$ cat config.mk
export PLATFORM = sky130hd
export DESIGN_NAME = demux_stream_n
export DESIGN_NICKNAME = d
export VERILOG_FILES = /design/src/rtl/demux_stream_n.sv
export SDC_FILE = /design/constraint.sdc
export NUM_CORES = 1
export LEC_CHECK = 0
export CAP_MARGIN = 40
export CORE_MARGIN = 5
export CORE_UTILIZATION = 46
export CTS_BUF_LIST = sky130_fd_sc_hd__clkbuf_16
export DETAILED_ROUTE_END_ITERATION = 8
export GPL_TIMING_DRIVEN = 0
export PLACE_DENSITY = 0.82
export SLEW_MARGIN = 20
export SYNTH_ARGS = -nofsm -noshare
export SYNTH_HDL_FRONTEND = slang
export SYNTH_SLANG_ARGS = --single-unit
$ cat constraint.sdc
create_clock -name clk -period 2.7 [get_ports clk]
set_clock_uncertainty 0.2 [all_clocks]
set_input_delay 0.54 -clock clk [delete_from_list [all_inputs] [get_ports clk]]
set_output_delay 0.54 -clock clk [all_outputs]
set_load 0.02 [all_outputs]
$ cat src/rtl/demux_stream_n.sv
// demux_stream_n
// Registered 1-to-N stream demultiplexer with a valid/ready handshake on
// the input and on each output channel. An accepted word goes either to the
// channel selected by key or, in broadcast mode, to every channel. Each
// channel holds its word in a one-entry register until its consumer takes it.
// A word whose key names no channel is accepted and dropped, and
// drop_count records it, saturating at 255.
//
// Ports
//   clk, rst_n           clock; asynchronous active-low reset
//   in_data, key         input word and destination channel index
//   broadcast            send the word to all channels, ignoring key
//   in_valid, in_ready   input handshake
//   out_data             channel i at [i*WIDTH +: WIDTH]
//   out_valid, out_ready per-channel output handshake
//   drop_count           saturating count of words with an out-of-range key
module demux_stream_n #(
  parameter int WIDTH    = 8,
  parameter int CHANNELS = 4,
  parameter int KEY_W    = 2
) (
  input  logic                      clk,
  input  logic                      rst_n,
  input  logic [WIDTH-1:0]          in_data,
  input  logic [KEY_W-1:0]          key,
  input  logic                      broadcast,
  input  logic                      in_valid,
  output logic                      in_ready,
  output logic [CHANNELS*WIDTH-1:0] out_data,
  output logic [CHANNELS-1:0]       out_valid,
  input  logic [CHANNELS-1:0]       out_ready,
  output logic [7:0]                drop_count
);

  localparam logic [31:0] CH_U = 32'(CHANNELS);

  logic [CHANNELS-1:0] free;
  logic [CHANNELS-1:0] sel;
  logic [CHANNELS-1:0] load;
  logic                key_ok;
  logic                in_hs;

  assign free   = ~out_valid | out_ready;
  assign key_ok = 32'(key) < CH_U;

  // One-hot decode of key; all zero when key names no channel, so an
  // out-of-range key never indexes past the channel vector.
  always_comb begin
    sel = '0;
    for (int i = 0; i < CHANNELS; i++) begin
      sel[i] = key_ok && (key == KEY_W'(i));
    end
  end

  // An invalid key is always accepted so the stream never stalls on garbage.
  always_comb begin
    if (broadcast)   in_ready = &free;
    else if (key_ok) in_ready = |(sel & free);
    else             in_ready = 1'b1;
  end

  assign in_hs = in_valid & in_ready;
  assign load  = {CHANNELS{in_hs}} & ({CHANNELS{broadcast}} | sel);

  // A reload on the same edge as a drain keeps out_valid high, giving
  // full throughput without a bubble.
  always_ff @(posedge clk or negedge rst_n) begin
    if (!rst_n) begin
      out_valid <= '0;
      out_data  <= '0;
    end else begin
      for (int i = 0; i < CHANNELS; i++) begin
        if (load[i]) begin
          out_data[i*WIDTH +: WIDTH] <= in_data;
          out_valid[i]               <= 1'b1;
        end else if (out_ready[i]) begin
          out_valid[i] <= 1'b0;
        end
      end
    end
  end

  always_ff @(posedge clk or negedge rst_n) begin
    if (!rst_n) begin
      drop_count <= 8'd0;
    end else if (in_hs && !broadcast && !key_ok && drop_count != 8'hFF) begin
      drop_count <= drop_count + 8'd1;
    end
  end

endmodule
# Yosys cells after proc, flatten, opt, wreduce, memory -nomap -nowiden

Index checks and enable logic that the tools add are counted.

Memories: 0
Bits of input ports: 18
Memory bits (writable): 0
Register bits after elaboration: 36
Bits in latches: 0
Bits in read-only memories: 0
Output and inout port bits: 45

Divide/modulo/power cells: 0
Mux-type cells: 9
Bitwise gates (word level): 6
Shift operators: 0
Order comparisons: 0
$mul: 0
Equality and inequality tests: 3
Reduce and logical (&&, ||, !) cells: 7
Add/sub/neg operators: 0

Operators with widths:

| operator             | number |
|---|---|
| $mux W1              | 9 |
| $and A4 B4 Y4        | 2 |
| $or A4 B4 Y4         | 2 |
| $reduce_bool A2 Y1   | 4 |
| $eq A2 B2 Y1 const B | 2 |
| $not A4 Y4           | 1 |
| $reduce_and A4 Y1    | 1 |
| $reduce_or A4 Y1     | 1 |
| $eq A2 B1 Y1 const B | 1 |
| $logic_not A2 Y1     | 1 |
| $and A1 B1 Y1        | 1 |

# Depth between registers and ports, before layout

Gate-level depths: netlist (run 1).

Word-level depth: 8
Mapped depth: 5

# Worst setup path before layout (run 1)

No wires, ideal clock.

Path kind: in2out
Start point: input out_ready[0]
End point: output in_ready
Setup slack: 0.701 ns
Data arrival time: 1.259 ns
Path buffers: 0
Stages on the path: 3
Path through: nand2b_2 -> a41oi_2 -> o22ai_1

Cells in the longest elaborated chain, start to end: 4
Elaborated cells between the ends (all ways): 5

Ends and longest elaborated chain:

| element          | RTL line | text |
|---|---|---|
| start, declared  | 31       | `input logic [CHANNELS-1:0] out_ready,` |
| $or A4 B4 Y4 *   | 43       | `assign free = ~out_valid \| out_ready;` |
| $and A4 B4 Y4    | 58       | `else if (key_ok) in_ready = \|(sel & free);` |
| $reduce_or A4 Y1 | 58       |  |
| $mux W1 *        | 57       | `if (broadcast) in_ready = &free;` |
| end, declared    | 28       | `output logic in_ready,` |

Mark *: on every way between the ends. The rest lies on a longest branch, timed or not.

# Final worst setup path (run 1)

Start point: input key[1]
End point: output in_ready

Cells in the longest elaborated chain, start to end: 4
Elaborated cells between the ends (all ways): 7

Ends and longest elaborated chain:

| element                                    | RTL line | text |
|---|---|---|
| start, declared                            | 25       | `input logic [KEY_W-1:0] key,` |
| $eq A2 B1 Y1, or another cell as far along | 51       | `sel[i] = key_ok && (key == KEY_W'(i));` |
| $and A4 B4 Y4 *                            | 58       |  |
| $reduce_or A4 Y1 *                         | 58       |  |
| $mux W1 *                                  | 57       |  |

Marked as above.

==> impl_metrics.yaml, run 1 <==
hold_path:
  hp-class: "reg -> reg"
grt:
  grt_overflow: 0
  track_usage_pct: 17.0
  grt_pass1_wl_mm: 5.79
  grt_max_degree: 36
  antenna_found_initial: 0
  grt_pass1_vias: 1173
setup_path:
  end_kind: "output pin"
  critPathTopFamily: "buffers and inverters"
  cp_max_fo: 6
  crit_slowest_cell: "clkdlybuf4s50_1"
  cp.required_ns: 1.96
  critical_path_class: "in -> out"
  crit_chain: "clkdlybuf4s50_1 > nor3b_4 > a41oi_4 > o22ai_1 > clkbuf_2"
  crit_buf_inv: 2
  start_kind: "input pin"
  cpPeakStageDelay_ns: 0.59
  crit_arrival_ns: 1.81
floorplan:
  die_area_um2: 4690
  initial_core_util_pct: 47.5
  io-pin-count: 63
  die_y_um: 68.5
  design.core.area_um2: 3310
  row_count: 21
  dieWidth_um: 68.5
sta:
  layout_min_cycle_time_ns: 2.55
  rsz0062_at_grt: "no"
  finalMaxSlewViolations: 0
  hold_viol: 0
  setup_viol: 0
  tightest_slew_ns: 0.550
  fmax_mhz: 392
  final.period_utilization_pct: 94.5
  finalWorstSetupSlack_ns: 0.148
  whs_ns: 0.283
  relSlewSlack_pct: 63.3
  fin_setup_tns_ns: 0
synth:
  syn-instance-count: 106
  syn_area_per_cell_um2: 14.8
  seq_area_frac_synth_pct: 57.3
  ys_warn_count: 0
  ys_seq_elements: 36
  synth.cell_area_um2: 1570
  ys_types: 28
clock_tree:
  cts_root_buffer: "clkbuf_16"
  worstSkewPairLatency_ns: 0.26
  cts_buffer_depth: 2
  cts.sinks: 36
  cts_tree: "built"
  h-tree-depth: 2
  clkSlewWorstSetupHoldPaths_ns: 0.05
  cts_buffers: 5
  cts_setup_buffers: 0
pwr:
  p_leak_uw: 0.00102
  powerDensity_nw_per_um2: 922
  ir_worst_vdd_uv: 645
finish:
  nets: 194
  antenna_cells: 0
  fillers: 240
  drive_gt1_share_pct: 24.9
  syn_to_final_growth_pct: 50.7
  fin_cells: 223
  fin_area_um2: 2370
job:
  maxCapViolations: 0
placed_design:
  postPlaceCellArea_um2: 2210
  place.gp.congestion: 0.727
  dp_slack_ns: -0.310
  place_inst: 214
  port_buffers: 54
  place_hpwl_mm: 2.62
routing:
  drtIter0Drc: 14
  drc: 0
  drt-wirelength-per-cell_um: 15.9
  ant_nets: 0
  vias: 1055
  vias_per_cell: 4.73
  drt_pass1_iterations: 2
  wirelength_mm: 3.55
status:
  status: "finished, final reports clean"
## Yosys cell counts
cell type	instances	area share, %
buf_4	8	3.8
mux2_2	19	14
buf_6	1	0.72
mux2i_1	1	0.64
nor4_1	1	0.40
nand2b_1	3	1.2
nor2b_2	1	0.56
a41oi_2	1	1.0
nor2b_1	4	1.6
nor3_1	1	0.32
nand4_1	1	0.40
dfrtp_1	36	57
nor3_4	1	1.0
nand2b_2	1	0.56
o22ai_1	1	0.40
a21oi_4	1	1.0
o21ai_2	1	0.56
mux2_1	13	9.3
o21bai_1	1	0.48
nand2_1	2	0.48
nor4_4	1	1.4
inv_1	1	0.24
a21bo_1	1	0.64
nor3b_2	1	0.80
or3_1	1	0.40
and4b_1	1	0.64
conb_1	1	0.24
a21oi_1	1	0.32
## layer usage
layer	global-route usage, %	routed length (um)	share of wire [%]
met1	20.9	1420	40
met2	29.4	1890	53
met3	5.09	239	6.7
met4	3.72	0	0
met5	0	0	0
## where the power goes
group / total (uW) / internal [uW] / leakage (uW) / switching (uW)
Combinational: 869 / 451 / 0.000522 / 418
Sequential: 797 / 709 / 0.000426 / 88.7
Clock: 518 / 331 / 0.0000738 / 187
## registers in the layout (all words and copies together), names as in the netlist
signal     cells
out_valid      4
out_data      32
## final timing paths
| kind | from | endpoint | slack, ns | depth (start not counted) |
|---|---|---|---|---|
| worst max-delay path | key[1] | in_ready | 0.15 | 5 |
| worst min-delay path | out_data[29] | out_data[29] | 0.28 | 1 |
| worst max register to register | out_valid[2] | out_data[2] | 0.71 | 4 |
| worst min register to register | out_data[29] | out_data[29] | 0.28 | 1 |
| max in group asynchronous | rst_n | out_data[29] | 1.51 | 3 |
| min in group asynchronous | rst_n | out_data[28] | 0.43 | 2 |
## layout by cell type, fill, tap and decap left out, types with 2 or more instances in the layout
cell	n
nand2_1	2
nor2b_1	4
buf_4	8
clkbuf_16	5
mux2_2	19
clkdlybuf4s50_1	51
nand2b_1	3
dfrtp_1	36
mux2_1	13
inv_1	3
conb_1	8
## timing repair
action,in CTS,in global routing
setup endpoints to repair,1,1
hold buffers,1,0
resized for setup,5,1
pin swaps,2,0
cloned,0,0
hold endpoints to repair,1,0
## through the flow
| step | total power [uW] | utilization (%) |
|---|---|---|
| after global routing | 2300 | 71.6 |
| final | 2180 | 71.6 |
| after CTS | 2210 | 71.7 |
| after detailed placement | 1680 | 66.8 |
| after global placement | 1650 | 66.4 |
| after floorplan | 1220 | - |
## cell families (layout without fill, tap and decap cells)
logic type | after synthesis | in the layout | share of synthesized area, %
flip-flops | 36 | 36 | 57.3
AND/OR/NAND/NOR | 19 | 19 | 9.71
buffers and inverters | 10 | 74 | 4.77
other | 1 | 8 | 0.238
multiplexers | 33 | 33 | 23.5
AO/OA/AOI/OAI | 7 | 7 | 4.46
## layout make-up
type | count | area [um2] | area share [%]
Sequential cell | 36 | 901 | 38.0
Multi-Input combinational cell | 67 | 641 | 27.0
Timing Repair Buffer | 56 | 559 | 23.6
Clock buffer | 5 | 125 | 5.28
Buffer | 9 | 71.3 | 3.01
Tap cell | 46 | 57.6 | 2.43
Clock inverter | 3 | 11.3 | 0.475
Inverter | 1 | 3.75 | 0.158
Power figures use the tool's default switching activity.
==> run 2: changes to the inputs <==
- SETUP_SLACK_MARGIN: default -> 0.4
==> run 2 against run 1 <==
Against the previous run: non-clock buffer count grew 6; clock-buffer cell count did not move; routed wire length is 5.5% higher; critical endpoint unchanged; largest power group unchanged.
==> impl_metrics.yaml, run 2 (same netlist as run 1, synthesis figures left out) <==
status:
  status: "finished, final reports clean"
finish:
  final_cell_mix: "clkdlybuf4s50_1 (46), dfrtp_1 (36), mux2_2 (19), buf_4 (15), mux2_1 (13)"
  fin_cells: 229
  layout_commonest_cell: "clkdlybuf4s50_1"
  largest_reg_flops: 32
  multi_input_area_um2: 676
  area.sequential_um2: 901
  reg_top3: "out_data: 32 flops, out_valid: 4 flops"
  antenna_cells: 0
  drive_gt1_share_pct: 30.1
  syn_to_final_growth_pct: 55.6
  top_register: "out_data"
  fillers: 230
  fin_util_pct: 73.9
  nets: 200
floorplan:
  design.core.area_um2: 3310
  io-pin-count: 63
  dieWidth_um: 68.5
  die_area_um2: 4690
  initial_core_util_pct: 47.5
  row_count: 21
  die_y_um: 68.5
clock_tree:
  cts_buffer_depth: 2
  cts_tree: "built"
  h-tree-depth: 2
  cts_root_buffer: "clkbuf_16"
  cts_buffers: 5
  clkSlewWorstSetupHoldPaths_ns: 0.05
  cts.sinks: 36
  worstSkewPairLatency_ns: 0.26
grt:
  grt_max_degree: 36
  grt_pass1_vias: 1215
  antenna_found_initial: 0
  grt_pass1_wl_mm: 5.93
  track_usage_pct: 17.6
  grt_overflow: 0
routing:
  wirelength_mm: 3.74
  ant_nets: 0
  drc: 0
  vias: 1102
  drtIter0Drc: 31
  drt-wirelength-per-cell_um: 16.3
  vias_per_cell: 4.81
  drt_pass1_iterations: 4
sta:
  layout_min_cycle_time_ns: 2.24
  setup_viol: 0
  rsz0062_at_grt: "no"
  relSlewSlack_pct: 63.3
  hold_viol: 0
  finalMaxSlewViolations: 0
  finalWorstSetupSlack_ns: 0.455
  final.period_utilization_pct: 83.1
  fmax_mhz: 446
  tightest_slew_ns: 0.550
hold_path:
  hp-class: "reg -> reg"
  worstHoldStart: "out_data[29]"
  holdPathEnd: "out_data[29]"
  holdPathStages: 1
placed_design:
  dp_slack_ns: -0.310
  place_hpwl_mm: 2.62
  place_inst: 214
  port_buffers: 54
  place.gp.congestion: 0.727
setup_path:
  start_kind: "input pin"
  cp.required_ns: 1.96
  end_kind: "output pin"
  reg2reg_depth: 6
  reg2reg_from: "out_valid[3]"
  timing.rr.end: "out_data[24]"
  crit_arrival_ns: 1.50
  reg2reg_slack_ns: 0.62
  critical_path_class: "in -> out"
  cp_max_fo: 6
pwr:
  p_leak_uw: 0.00108
  ir_worst_vdd_uv: 643
  powerDensity_nw_per_um2: 903
job:
  maxCapViolations: 0
[run 2: what timing repair did]
item                                    in CTS  in global routing
endpoints found under the hold margin        1                  0
buffers inserted                             5                  1
resized for setup                           21                  2
endpoints found under the setup margin      25                 11
hold buffers                                 1                  0
pin swaps                                    4                  0
gates cloned                                 0                  0
[run 2: power by group]
group	internal (uW)	leakage, uW	switching (uW)
logic	467	0.000580	425
clock network	331	0.0000738	186
registers	708	0.000426	92.4
[run 2: cell type report]
type | instances | share of cell area [%]
timing repair buffer | 62 | 24.6
inverter | 1 | 0.153
multi-input combinational | 67 | 27.6
sequential | 36 | 36.8
buffer | 9 | 2.91
tap | 46 | 2.35
clock inverter | 3 | 0.460
clock buffer | 5 | 5.11
[run 2: critical path, cell delays in order]
cell and delay (ns):
dlygate4sd2_1 0.34, nor3b_4 0.26, a41oi_4 0.05, o22ai_1 0.14, buf_4 0.17
[run 2: metal layers]
metal,part of all wire (%),vias to the layer above,global-route usage [%]
li1,-,514,-
met1,39,547,20.7
met2,54,39,31.0
met3,6.7,2,5.09
met4,0.43,0,4.47
met5,0,-,0
[run 2: worst max-delay path by stage]
stage	endpoint	cells past startpoint	slack, ns	startpoint
5_1_grt	out_data[2]	5	0.41	out_ready[2]
3_5_place_dp	in_ready	5	-0.31	key[1]
4_1_cts	out_data[2]	5	0.45	out_ready[2]
3_3_place_gp	in_ready	5	-0.24	key[1]
6_report	in_ready	5	0.46	broadcast
2_1_floorplan	in_ready	3	0.70	out_ready[0]
[run 2: stage by stage]
step / cell area (um2) / hold slack [ns] / power (uW) / TNS (ns)
6_report: 2450 / 0.284 / 2210 / 0
4_1_cts: 2430 / 0.287 / 2230 / 0
3_5_place_dp: 2210 / 0.139 / 1680 / -0.310
2_1_floorplan: 1600 / 0.0444 / 1220 / 0
3_3_place_gp: 2200 / 0.268 / 1650 / -0.235
5_1_grt: 2450 / 0.307 / 2320 / 0
==> run 3: changes to the inputs <==
- CORE_UTILIZATION: 46 -> 43
- PLACE_DENSITY: 0.82 -> 0.78
- clock period: 2.7 -> 2.3 ns (I/O delays scaled with it)
==> run 3 against run 2 <==
Against the previous run: cell area grew 9.6%; highest routed layer unchanged; first-iteration DRC count grew to 2.8 times the previous value; largest cell class unchanged; via count grew 8.6%; power grew 20%.
==> impl_metrics.yaml, run 3 (same netlist as run 1, synthesis figures left out) <==
sta:
  rsz0062_at_grt: "yes"
  layout_min_cycle_time_ns: 2.06
  setup_viol: 0
  whs_ns: 0.297
  fmax_mhz: 484
  finalWorstSetupSlack_ns: 0.235
  final.period_utilization_pct: 89.8
  finalMaxSlewViolations: 0
  hold_viol: 0
setup_path:
  crit_buf_inv: 2
  critical_path_class: "in -> out"
  cp_max_fo: 3
  cp.required_ns: 1.64
  crit_arrival_ns: 1.40
  critPathTopFamily: "buffers and inverters"
  crit_slowest_cell: "dlygate4sd2_1"
  end_kind: "output pin"
  crit_chain: "dlygate4sd2_1 > nand2b_4 > a41oi_4 > o22ai_1 > buf_4"
  start_kind: "input pin"
  cpPeakStageDelay_ns: 0.27
routing:
  drt_pass1_iterations: 4
  vias: 1197
  ant_nets: 0
  wirelength_mm: 4.28
  drtIter0Drc: 88
  vias_per_cell: 4.91
  drc: 0
  drt-wirelength-per-cell_um: 17.5
placed_design:
  place.gp.congestion: 0.709
  place_hpwl_mm: 2.55
  dp_slack_ns: -0.505
  port_buffers: 54
job:
  maxCapViolations: 0
floorplan:
  die_y_um: 70.5
  row_count: 22
  initial_core_util_pct: 43.6
  die_area_um2: 4970
  dieWidth_um: 70.5
  io-pin-count: 63
  design.core.area_um2: 3610
grt:
  grt_overflow: 0
  grt_pass1_vias: 1312
  grt_max_degree: 34
  antenna_found_initial: 0
  track_usage_pct: 17.9
  grt_pass1_wl_mm: 6.75
finish:
  top_register: "out_data"
  fin_util_pct: 74.4
  syn_to_final_growth_pct: 70.5
  final_cell_mix: "dfrtp_1 (35), dlymetal6s2s_1 (22), mux2_2 (20), buf_4 (20), dlygate4sd2_1 (16)"
  fillers: 231
  nets: 213
  reg_top3: "out_data: 32 flops, out_valid: 4 flops"
  drive_gt1_share_pct: 42.3
  antenna_cells: 0
  largest_reg_flops: 32
  layout_commonest_cell: "dfrtp_1"
pwr:
  p_switching_uw: 858
  powerDensity_nw_per_um2: 989
  ir_worst_vdd_uv: 673
  power_uw: 2650
  combinationalPowerShare_pct: 41.5
  p_leak_uw: 0.00142
  p_sw_share_pct: 32.4
  clockPowerShare_pct: 23.2
  seqPwrFrac_pct: 35.3
  p_int_uw: 1790
clock_tree:
  cts_root_buffer: "clkbuf_16"
  cts_tree: "built"
  cts.sinks: 36
  h-tree-depth: 2
  cts_buffer_depth: 2
  clkSlewWorstSetupHoldPaths_ns: 0.05
  worstSkewPairLatency_ns: 0.27
  cts_buffers: 5
hold_path:
  hp-class: "reg -> reg"
status:
  status: "finished, final reports clean"
## run 3: per-layer routing
layer	part of all wire [%]	GRT usage, %
met5	0	0
met4	2.0	7.23
met3	5.8	5.32
met2	55	31.6
met1	37	19.9
## run 3: layout make-up
type	instances	area, um2	share of cell area [%]
flip-flops and latches	36	902	33.6
inverters	1	3.75	0.140
multi-input cells	67	731	27.3
clock buffers	5	125	4.67
clock inverters	3	11.3	0.420
plain buffers	9	71.3	2.66
repair buffers	75	777	29.0
well taps	48	60.1	2.24
## run 3: final timing paths
check,from,to,slack [ns],cells past startpoint
worst max-delay path,out_ready[3],in_ready,0.24,5
worst min-delay path,out_data[8],out_data[8],0.30,1
worst max register to register,out_valid[1],out_data[15],0.29,7
worst min register to register,out_data[8],out_data[8],0.30,1
max in group asynchronous,rst_n,out_valid[1],1.16,3
min in group asynchronous,rst_n,out_data[23],0.35,2
## run 3: metrics by stage
step                instance area [um2]  TNS [ns]  cells
finish                             2680         0    244
global route                       2680         0    244
CTS                                2560         0    242
detailed placement                 2230     -8.14    216
global placement                   2210    -11.36    215
floorplan                          1610         0    113
## run 3: repair_timing
action | 4_1_cts | 5_1_grt
setup buffers | 17 | 1
gates cloned | 0 | 1
hold buffers | 1 | 0
resized for setup | 41 | 41
pin swaps | 9 | 6
endpoints found under the setup margin | 47 | 54
endpoints found under the hold margin | 4 | 0
## run 3: power by group through the flow
stage                     clock, uW  sequential [uW]  combinational, uW
after floorplan                   0             1180                258
after global placement            0              935               1010
after detailed placement          0              945               1030
after CTS                       625              935               1060
after global routing            651              960               1160
final                           616              935               1100
